## src/rtl/mult_share_arb.sv

```systemverilog
// Round-robin arbiter that time-shares one external constant multiplier among
// NUM_REQ requesters and returns each product with the owning requester's id.
module mult_share_arb #(
  parameter int BIT_WIDTH = 8,
  parameter int OUT_WIDTH = BIT_WIDTH + 8,
  parameter int NUM_REQ   = 4,
  parameter int MULT_WAIT = 1
) (
  input  logic                         clk,
  input  logic                         rst,
  input  logic [NUM_REQ-1:0]           req_valid,
  input  logic [NUM_REQ*BIT_WIDTH-1:0] req_data,
  output logic [NUM_REQ-1:0]           req_ready,
  output logic [BIT_WIDTH-1:0]         mult_inp,
  input  logic [OUT_WIDTH-1:0]         mult_out,
  output logic                         rsp_valid,
  output logic [OUT_WIDTH-1:0]         rsp_data,
  output logic [2:0]                   rsp_id,
  input  logic                         rsp_ready,
  output logic                         busy,
  output logic [15:0]                  done_count
);

  typedef enum logic [1:0] {IDLE, WAIT, HOLD} state_t;

  state_t               state_q, state_d;
  logic [2:0]           ptr_q, ptr_d;
  logic [3:0]           cnt_q, cnt_d;
  logic [BIT_WIDTH-1:0] mult_inp_q, mult_inp_d;
  logic                 rsp_valid_q, rsp_valid_d;
  logic [OUT_WIDTH-1:0] rsp_data_q, rsp_data_d;
  logic [2:0]           rsp_id_q, rsp_id_d;
  logic [15:0]          done_count_q, done_count_d;

  logic [NUM_REQ-1:0]   grant_oh;
  logic [2:0]           grant_idx;
  logic                 grant_found;
  logic [3:0]           cand;
  logic                 transfer;
  logic [BIT_WIDTH-1:0] sel_data;

  // Rotating priority search: first valid requester at or above ptr, wrapping.
  always_comb begin
    grant_oh    = '0;
    grant_idx   = '0;
    grant_found = 1'b0;
    cand        = '0;
    for (int k = 0; k < NUM_REQ; k++) begin
      cand = 4'(ptr_q) + 4'(k);
      if (cand >= 4'(NUM_REQ)) begin
        cand = cand - 4'(NUM_REQ);
      end
      for (int j = 0; j < NUM_REQ; j++) begin
        if (!grant_found && (cand == 4'(j)) && req_valid[j]) begin
          grant_found = 1'b1;
          grant_idx   = 3'(j);
          grant_oh[j] = 1'b1;
        end
      end
    end
  end

  assign transfer = |(req_valid & req_ready);
  assign sel_data = req_data[int'(grant_idx)*BIT_WIDTH +: BIT_WIDTH];

  always_ff @(posedge clk) begin
    if (rst) begin
      state_q      <= IDLE;
      ptr_q        <= '0;
      cnt_q        <= '0;
      mult_inp_q   <= '0;
      rsp_valid_q  <= 1'b0;
      rsp_data_q   <= '0;
      rsp_id_q     <= '0;
      done_count_q <= '0;
    end else begin
      state_q      <= state_d;
      ptr_q        <= ptr_d;
      cnt_q        <= cnt_d;
      mult_inp_q   <= mult_inp_d;
      rsp_valid_q  <= rsp_valid_d;
      rsp_data_q   <= rsp_data_d;
      rsp_id_q     <= rsp_id_d;
      done_count_q <= done_count_d;
    end
  end

  always_comb begin
    state_d = state_q;
    case (state_q)
      IDLE:    if (transfer) state_d = WAIT;
      WAIT:    if (cnt_q == 4'd1) state_d = HOLD;
      HOLD:    if (rsp_ready) state_d = IDLE;
      default: state_d = IDLE;
    endcase
  end

  // Datapath updates that accompany each state transition.
  always_comb begin
    ptr_d        = ptr_q;
    cnt_d        = cnt_q;
    mult_inp_d   = mult_inp_q;
    rsp_valid_d  = rsp_valid_q;
    rsp_data_d   = rsp_data_q;
    rsp_id_d     = rsp_id_q;
    done_count_d = done_count_q;
    case (state_q)
      IDLE: begin
        if (transfer) begin
          mult_inp_d = sel_data;
          rsp_id_d   = grant_idx;
          ptr_d      = (grant_idx == 3'(NUM_REQ - 1)) ? 3'd0 : grant_idx + 3'd1;
          cnt_d      = 4'(MULT_WAIT);
        end
      end
      WAIT: begin
        cnt_d = cnt_q - 4'd1;
        if (cnt_q == 4'd1) begin
          rsp_data_d  = mult_out;
          rsp_valid_d = 1'b1;
        end
      end
      HOLD: begin
        if (rsp_ready) begin
          rsp_valid_d  = 1'b0;
          done_count_d = done_count_q + 16'd1;
        end
      end
      default: ;
    endcase
  end

  always_comb begin
    req_ready = (state_q == IDLE) ? grant_oh : '0;
    busy      = (state_q != IDLE);
  end

  assign mult_inp   = mult_inp_q;
  assign rsp_valid  = rsp_valid_q;
  assign rsp_data   = rsp_data_q;
  assign rsp_id     = rsp_id_q;
  assign done_count = done_count_q;

endmodule
```

## config.mk

```make
export PLATFORM = sky130hd
export DESIGN_NAME = mult_share_arb
export DESIGN_NICKNAME = d
export VERILOG_FILES = /design/src/rtl/mult_share_arb.sv
export SDC_FILE = /design/constraint.sdc
export NUM_CORES = 1
export LEC_CHECK = 0
export ABC_CLOCK_PERIOD_IN_PS = 8000
export BUFFER_PORTS_ARGS = -buffer_cell sky130_fd_sc_hd__buf_2
export CAP_MARGIN = 20
export CORE_MARGIN = 4
export CORE_UTILIZATION = 35
export CTS_CLUSTER_DIAMETER = 60
export CTS_CLUSTER_SIZE = 28
export DETAILED_ROUTE_END_ITERATION = 16
export PLACE_DENSITY = 0.64
export RECOVER_POWER = 25
export SYNTH_ARGS = -nofsm -noshare
export SYNTH_HDL_FRONTEND = slang
export SYNTH_SLANG_ARGS = --single-unit
export TNS_END_PERCENT = 100
```

## constraint.sdc

```tcl
create_clock -name clk -period 8 [get_ports clk]
set_clock_uncertainty 0.2 [all_clocks]
set_input_delay 0.8 -clock clk [delete_from_list [all_inputs] [get_ports clk]]
set_output_delay 0.8 -clock clk [all_outputs]
set_load 0.05 [all_outputs]
```

==> results.ini, run 1 <==
[finish]
diodes = 0
instances_no_fill = 509
multi_input_area_mm2 = 0.00145
regArea_mm2 = 0.00102
final_nets = 472
fillers = 755
syn_to_final_growth_pct = 22.7
drive_above_1_share_pct = 23.9

[sta]
final_max_slew_viol_count = 44
fin_crit_sh_pct = 45.3
clock.fmax_ghz = 0.276
hold_viol_final = 0
slew_headroom_pct = -33.2
setup_tns_ns = 0
period_minus_slack_ns = 3.63
worstMarginPinSlew_ns = 2.00
setup-violations-final = 0
rsz0062_at_grt = false

[route]
ant_nets = 0
num_vias = 2485
route.final.wire_length_um = 6490
viasPerCell = 4.88
drt-initial-drc-count = 100
dr.pass1.iters = 4
post_drt_wl_per_cell_um = 12.7
drc = 0

[setup_path]
path_class = flip-flop to output port
crit_buf_inv = 1
r2r_slack_ns = 4.98
crit_path_start = ptr_q[1]
crit_path_max_fanout = 12
slowest_stage = dfxtp_1
critical_path.cell_chain = or2_1 > ha_1 > or3_1 > a311oi_2 > nand2_1 > nor2_1 > buf_2
cp-end-kind = output port
timing.rr.start = ptr_q[1]
cp-start-kind = flip-flop
cp.required_ns = 7.00
cp_top_family = simple AND/OR/NAND/NOR gates
cp_slowest_stage_delay_ns = 0.55
cp_data_arrival_time_ns = 2.63
ff2ff_path_depth = 9
regToRegEndpoint = ptr_q[1]

[synthesis]
syn_inst = 320
netlist_area_mm2 = 0.00262
synth_common_cells = 59 x nand2_1, 51 x dfxtp_1, 32 x nor2_1, 24 x a21oi_1, 17 x mux2i_1
async_flop_share_pct = 0
synth_edf_count = 0
synth.area.top_cells = dfxtp_1 39%, nand2_1 8.4%, mux2i_1 6.5%
avgSynthCellArea_um2 = 8.20
synth_cell_types = 53
yosysMostFrequentCell = nand2_1
synth_top_area_share_pct = 38.9
synth_warnings = 0
ys_seq_elements = 51
yosys.area.top_type = dfxtp_1
ys_seq_area_share_pct = 38.9
dominantRegCellSynth = dfxtp_1

[power]
peakVddDrop_mv = 0.121
power.leakage_uw = 0.00144
powerDensity_mw_per_mm2 = 291

[cts]
clock_sinks = 51
cts_resized = 0
cts_setup_buffers = 0
cts-root-buf = clkbuf_8
worstSkewPairLatency_ns = 0.30
htreeDepth = 2
clk_path_buf_depth = 2
cts_buffers = 5
hold_buffers = 0
cts_tree = yes
path_clk_slew_ns = 0.09

[global_routing]
grt_first_pass_wirelength_um = 11100
grt_max_degree = 44
grt_pass1_vias = 2497
antenna_found_initial = 0
grt-ovfl-total = 0
gr-usage-all-layers_pct = 14.9

[floorplanning]
ioPinCount = 104
die_y_um = 94.6
dieArea_mm2 = 0.00895
fp-row-count = 31
core_area_mm2 = 0.00725
start_util_pct = 36.2
chipWidth_um = 94.6

[placed_design]
place.gp.congestion = 0.855
dp_hpwl_um = 4860
placed_cells = 503
numPortBuffers = 102

[hold_path]
hp-class = flip-flop to flip-flop
whs_path_depth = 2
hp-start = rsp_data[10]
whs_endpoint = rsp_data[10]

[job]
maxCapViolCount = 1

[status]
violations = max-capacitance violations, max-slew violations
status = finished with violations

how the worst max path moves through the flow:
stage | endpoint | depth (start not counted)
2_1_floorplan | req_ready[2] | 4
3_3_place_gp | req_ready[1] | 7
3_5_place_dp | req_ready[1] | 7
4_1_cts | req_ready[1] | 7
5_1_grt | req_ready[1] | 7
6_report | req_ready[1] | 7
metrics by stage:
step                      hold slack, ns  total power [uW]  utilization, %  setup WS, ns  cell area [um2]
after floorplan                    0.279               714               -          4.60             2630
after global placement             0.240               800            43.7          4.78             3170
after detailed placement           0.243               810            43.7          4.72             3170
after CTS                          0.256               952            44.7          4.36             3240
after global routing               0.273              1000            44.4          4.23             3220
final                              0.258               936            44.4          4.37             3220
state kept, by name, summed over array words and instances, names as in the netlist:
| register | count |
|---|---|
| state_q | 2 |
| rsp_data | 16 |
| mult_inp | 8 |
| rsp_valid | 1 |
| rsp_id | 2 |
| ptr_q | 2 |
| cnt_q | 4 |
| done_count | 16 |
metal layers:
layer  vias up  GRT usage [%]  wire (um)  part of all wire (%)
li1       1278              -          -                     -
met1      1134           17.9       2900                    45
met2        68           27.1       3210                    50
met3         5           2.63        319                   4.9
met4         0           4.45         53                  0.82
met5         -              0          0                     0
layout make-up:
| class | count | share of cell area, % |
|---|---|---|
| sequential | 51 | 31.7 |
| multi-input combinational | 236 | 45.1 |
| clock inverter | 1 | 0.233 |
| timing repair buffer | 103 | 15.3 |
| inverter | 14 | 1.63 |
| clock buffer | 5 | 2.14 |
| tap | 99 | 3.85 |
logic make-up after synthesis:
group | after synthesis | synth area share [%]
flip-flops | 51 | 38.9
AO/OA/AOI/OAI | 59 | 15.5
adder cells (fa/ha/maj) | 6 | 2.86
XOR/XNOR | 15 | 5.01
other | 2 | 0.286
multiplexers | 19 | 7.34
buffers and inverters | 34 | 6.06
AND/OR/NAND/NOR | 134 | 24.0
report_power, final:
group / total, uW / switching, uW / internal, uW / leakage, uW
clock: 138 / 79.8 / 58.3 / 0.0000361
sequential: 338 / 38.8 / 299 / 0.000415
combinational: 460 / 316 / 144 / 0.000990
worst min-delay path, delay by kind of cell, from the launching register on:
| kind | cells | cell delay [ns] |
|---|---|---|
| AOI/OAI and AO/OA | 1 | 0.05 |
| and+or+nand+nor | 1 | 0.05 |
| DFF | 1 | 0.32 |
cells in the final DEF (no fill, tap or decap), types with 4 or more instances in the layout:
cell type / instances
buf_2: 82
nand2_1: 59
dfxtp_1: 51
nor2_1: 32
a21oi_1: 24
clkbuf_1: 20
mux2i_1: 17
inv_1: 12
xor2_1: 11
a32o_1: 8
a31oi_1: 6
nand3_1: 6
ha_1: 6
nor2b_1: 5
nand4_1: 5
clkbuf_8: 5
xnor2_1: 4
Note: power is estimated with default switching activity, not from simulation.
==> run 2: changes to the inputs <==
--- a/config.mk
+++ b/config.mk
@@ -5,7 +5,8 @@
 export SDC_FILE = /design/constraint.sdc
 export NUM_CORES = 1
 export LEC_CHECK = 0
-export ABC_CLOCK_PERIOD_IN_PS = 8000
+export ABC_AREA = 1
+export ABC_CLOCK_PERIOD_IN_PS = 3600
 export BUFFER_PORTS_ARGS = -buffer_cell sky130_fd_sc_hd__buf_2
 export CAP_MARGIN = 20
 export CORE_MARGIN = 4
@@ -13,7 +14,7 @@
 export CTS_CLUSTER_DIAMETER = 60
 export CTS_CLUSTER_SIZE = 28
 export DETAILED_ROUTE_END_ITERATION = 16
-export PLACE_DENSITY = 0.64
+export PLACE_DENSITY = 0.63
 export RECOVER_POWER = 25
 export SYNTH_ARGS = -nofsm -noshare
 export SYNTH_HDL_FRONTEND = slang
==> constraint.sdc (replaced) <==
create_clock -name clk -period 3.6 [get_ports clk]
set_clock_uncertainty 0.2 [all_clocks]
set_input_delay 0.36 -clock clk [delete_from_list [all_inputs] [get_ports clk]]
set_output_delay 0.36 -clock clk [all_outputs]
set_load 0.05 [all_outputs]
==> results.ini, run 2 <==
[route]
num_vias = 3040
ant_nets = 0
drc = 0
dr.pass1.iters = 4
post_drt_wl_per_cell_um = 11.0
viasPerCell = 4.54
drt-initial-drc-count = 107
route.final.wire_length_um = 7370

[cts]
cts_resized = 0
worstSkewPairLatency_ns = 0.29
cts_tree = yes
htreeDepth = 2
path_clk_slew_ns = 0.09
hold_buffers = 0
cts_setup_buffers = 0
cts-root-buf = clkbuf_8
clk_path_buf_depth = 2
cts_buffers = 5
clock_sinks = 51

[setup_path]
cp.required_ns = 3.04
cp-end-kind = output port
crit_path_max_fanout = 19
regToRegEndpoint = ptr_q[1]
r2r_slack_ns = 0.52
cp-endpoint = req_ready[3]
timing.rr.start = ptr_q[0]
cp_data_arrival_time_ns = 2.60
ff2ff_path_depth = 18
crit_path_start = ptr_q[1]
path_class = flip-flop to output port
cp-start-kind = flip-flop

[synthesis]
synth_edf_count = 0
synth-compound-area-share_pct = 9.66
synthXorXnorAreaFrac_pct = 0.599
yosysMostFrequentCell = inv_1
synthSimpleGateAreaFrac_pct = 37.8
async_flop_share_pct = 0
synth.area.top_cells = dfxtp_1 35%, inv_1 11%, nor2_1 11%
synth_warnings = 0
syn_inst = 465
ys_seq_area_share_pct = 34.9
yosys.area.top_type = dfxtp_1
synth_cell_types = 32
synth_adder_area_share_pct = 2.57
muxShareOfSynthArea_pct = 0
netlist_area_mm2 = 0.00293
ys_seq_elements = 51
synth_top_family_by_area = simple AND/OR/NAND/NOR gates
synth_common_cells = 86 x inv_1, 85 x nor2_1, 79 x nand2_1, 51 x dfxtp_1, 46 x nand3_1
synth_top_area_share_pct = 34.9
avgSynthCellArea_um2 = 6.29
dominantRegCellSynth = dfxtp_1

[finish]
layout_commonest_cell = inv_1
final_nets = 625
diodes = 0
drive_above_1_share_pct = 19.1
final_cell_mix = 86 x inv_1, 85 x nor2_1, 79 x nand2_1, 79 x buf_2, 51 x dfxtp_1
syn_to_final_growth_pct = 22.7
fillers = 897
multi_input_area_mm2 = 0.00149
final_core_util_pct = 43.9
instances_no_fill = 669
regArea_mm2 = 0.00102

[sta]
period_minus_slack_ns = 3.16
worstMarginPinSlew_ns = 0.846
setup-violations-final = 0
clock.fmax_ghz = 0.316
setup_tns_ns = 0
rsz0062_at_grt = false
timing.final.ws_setup_ns = 0.439
slew_headroom_pct = 43.6
whs_ns = 0.113
hold_viol_final = 0
final_max_slew_viol_count = 0
fin_crit_sh_pct = 87.8

[hold_path]
hp-class = input port to flip-flop
whs_path_depth = 3

[placed_design]
dp_hpwl_um = 5830
numPortBuffers = 102
placed_cells = 661
place.gp.congestion = 0.864
dp_slack_ns = 0.527

[global_routing]
grt-ovfl-total = 0
antenna_found_initial = 0
gr-usage-all-layers_pct = 15.1
grt_first_pass_wirelength_um = 12600
grt_pass1_vias = 2979
grt_max_degree = 39

[floorplanning]
chipWidth_um = 99.4
start_util_pct = 35.8
core_area_mm2 = 0.00818
dieArea_mm2 = 0.00989
ioPinCount = 104
die_y_um = 99.4
fp-row-count = 33

[job]
maxCapViolCount = 0

[power]
peakVddDrop_mv = 0.363
power.leakage_uw = 0.00187
powerDensity_mw_per_mm2 = 861

[status]
status = complete, no violations

-- run 2: cell count changes after synthesis, moves of 6 or more --
cell	before	now
a32o_1	8	0
o21ai_0	3	26
inv_1	12	86
xor2_1	11	2
inv_2	1	7
nor2_1	32	85
nand2_1	59	79
nand3_1	6	46
mux2i_1	17	0
-- run 2: worst min path at each step --
stage | startpoint | endpoint | slack (ns)
6_report | mult_out[12] | rsp_data[12] | 0.11
2_1_floorplan | cnt_q[1] | cnt_q[1] | 0.27
3_3_place_gp | rsp_id[0] | rsp_id[0] | 0.25
4_1_cts | mult_out[11] | rsp_data[11] | 0.10
3_5_place_dp | rsp_id[0] | rsp_id[0] | 0.27
5_1_grt | mult_out[4] | rsp_data[4] | 0.11
-- run 2: cells by family after synthesis --
kind of cell | Yosys count
simple gates | 244
buf+inv | 106
xor+xnor | 2
fa+ha+maj | 6
flops | 51
other cells | 2
compound gates | 54
-- run 2: where the power goes --
| group | leakage (uW) | switching [uW] | internal, uW |
|---|---|---|---|
| sequential | 0.000416 | 89.6 | 707 |
| combinational | 0.00140 | 1390 | 527 |
| clock | 0.0000513 | 175 | 204 |
-- run 2: critical path: stages, from the launching register on --
cell and delay, ns:
dfxtp_1 0.44, inv_1 0.08, nand3_1 0.14, nand3_2 0.11, nor2_4 0.13, nand4_2 0.13
nor2_4 0.15, nand4_2 0.14, nor2_4 0.16, nand4_4 0.25, nand2_1 0.14, nand2_1 0.07
inv_1 0.09, buf_2 0.26
-- run 2: through the flow --
stage,power [uW],instance area (um2)
after floorplan,2380,2930
after global placement,2720,3510
after detailed placement,2760,3510
after CTS,3140,3620
after global routing,3400,3590
final,3090,3590
-- run 2: per-layer routing --
metal	part of all wire (%)	GRT usage, %	vias up
met1	46	18.3	1315
met3	5.6	2.66	10
li1	-	-	1637
met2	47	26.9	78
met5	0	0	-
met4	1.7	5.04	0
-- run 2: cell type report --
cell class	instances	area share [%]
Clock buffer	6	2.02
Timing Repair Buffer	104	13.7
Tap cell	105	3.66
Sequential cell	51	28.4
Inverter	93	9.72
Multi-Input combinational cell	309	41.6
Clock inverter	1	0.836
==> run 3: changes to the inputs <==
--- a/config.mk
+++ b/config.mk
@@ -16,6 +16,7 @@
 export DETAILED_ROUTE_END_ITERATION = 16
 export PLACE_DENSITY = 0.63
 export RECOVER_POWER = 25
+export REMOVE_ABC_BUFFERS = 1
 export SYNTH_ARGS = -nofsm -noshare
 export SYNTH_HDL_FRONTEND = slang
 export SYNTH_SLANG_ARGS = --single-unit
==> results.ini, run 3 (synthesized netlist as in run 2, its figures left out) <==
[floorplanning]
die_y_um = 99.4
start_util_pct = 35.8
fp-row-count = 33
core_area_mm2 = 0.00818
dieArea_mm2 = 0.00989
chipWidth_um = 99.4
ioPinCount = 104

[sta]
final_max_slew_viol_count = 0
clock.fmax_ghz = 0.313
hold_viol_final = 0
slew_headroom_pct = 59.4
rsz0062_at_grt = false
setup-violations-final = 0
whs_ns = 0.113
setup_tns_ns = 0
worstMarginPinSlew_ns = 0.607
fin_crit_sh_pct = 88.7
period_minus_slack_ns = 3.19

[hold_path]
whs_path_depth = 3
whs_endpoint = rsp_data[14]
hp-class = input port to flip-flop
hp-start = mult_out[14]

[power]
powerDensity_mw_per_mm2 = 841
pwr-share-seq_pct = 26.2
power.internal_uw = 1370
power_switching_uw = 1650
clockPowerShare_pct = 10.5
peakVddDrop_mv = 0.540
power.leakage_uw = 0.00188
power_frac_comb_pct = 63.3
switching_share_pct = 54.7

[global_routing]
grt-ovfl-total = 0
grt_pass1_vias = 2908
gr-usage-all-layers_pct = 14.8
grt_max_degree = 39
antenna_found_initial = 0
grt_first_pass_wirelength_um = 12500

[setup_path]
cp-start-kind = flip-flop
path_class = flip-flop to output port
crit_path_max_fanout = 19
ff2ff_path_depth = 20
cp.required_ns = 3.04
timing.rr.start = ptr_q[0]
regToRegEndpoint = mult_inp[3]
cp-end-kind = output port
cp_data_arrival_time_ns = 2.63
r2r_slack_ns = 0.54

[cts]
clock_sinks = 51
cts_setup_buffers = 0
cts_resized = 0
hold_buffers = 0
worstSkewPairLatency_ns = 0.29
cts-root-buf = clkbuf_8
htreeDepth = 2
cts_buffers = 5
clk_path_buf_depth = 2
path_clk_slew_ns = 0.09
cts_tree = yes

[finish]
syn_to_final_growth_pct = 23.0
final_cell_mix = 86 x inv_1, 85 x nor2_1, 81 x buf_2, 79 x nand2_1, 51 x dfxtp_1
final_nets = 625
drive_above_1_share_pct = 19.8
layout_commonest_cell = inv_1
multi_input_area_mm2 = 0.00149
fillers = 876
diodes = 0
regArea_mm2 = 0.00102

[route]
num_vias = 3057
route.final.wire_length_um = 7310
ant_nets = 0
drc = 0
drt-initial-drc-count = 133
viasPerCell = 4.56
post_drt_wl_per_cell_um = 10.9
dr.pass1.iters = 4

[placed_design]
place.gp.congestion = 0.870
dp_hpwl_um = 5680
numPortBuffers = 102

[status]
status = complete, no violations

[job]
maxCapViolCount = 0

## run 3: cell count changes in the layout (fill, tap and decap cells not counted)
cell / change
clkbuf_1: -3
buf_2: +2
buf_16: +1
bufinv_16: -1
clkinv_2: +1
clkinvlp_4: +1
## run 3: per-stage QoR
step / util, % / instance area [um2] / instances / total power [uW] / setup slack, ns
after floorplan: - / 2860 / 453 / 2310 / 0.740
after global placement: 43.0 / 3510 / 661 / 2710 / 0.678
after detailed placement: 43.0 / 3510 / 661 / 2740 / 0.539
after CTS: 44.0 / 3600 / 669 / 3080 / 0.391
after global routing: 44.0 / 3600 / 670 / 3330 / 0.136
final: 44.0 / 3600 / 670 / 3030 / 0.408
## run 3: worst max path at each step
stage                     startpoint      endpoint  slack, ns  cells after the start
after floorplan             ptr_q[0]    state_q[0]       0.74                     19
after global placement      ptr_q[0]   mult_inp[6]       0.68                     20
after detailed placement    ptr_q[0]   mult_inp[6]       0.54                     20
after CTS                   ptr_q[0]  req_ready[3]       0.39                     13
after global routing        ptr_q[0]  req_ready[3]       0.14                     13
final                       ptr_q[0]  req_ready[3]       0.41                     13
## run 3: worst max-delay path, stage by stage, from the launching register on
cell     delay, ns
dfxtp_1       0.44
inv_1         0.08
nand3_1       0.17
nand3_2       0.12
nor2_4        0.13
nand4_2       0.14
nor2_4        0.15
nand4_2       0.13
nor2_4        0.17
nand4_4       0.26
nand2_1       0.13
nand2_1       0.07
inv_1         0.09
buf_2         0.26
## run 3: cell type report
cell class	count	share of cell area, %
clock buffer	6	2.02
clock inverter	2	0.348
inverter	93	9.70
multi-input combinational	309	41.5
sequential	51	28.4
tap	105	3.65
timing repair buffer	104	14.4
## run 3: power by group through the flow
stage	clock network (uW)	registers, uW	logic, uW
global placement	0	801	1910
detailed placement	0	805	1940
finish	317	792	1920
global route	361	811	2160
CTS	340	791	1940
floorplan	0	1140	1170
## run 3: layer usage
layer  GRT usage (%)  share of wire, %  vias up
met4            2.10              0.63        0
met3            3.16               6.9        7
met1            19.4                47     1322
met2            25.7                45       90
li1                -                 -     1638
met5               0                 0        -
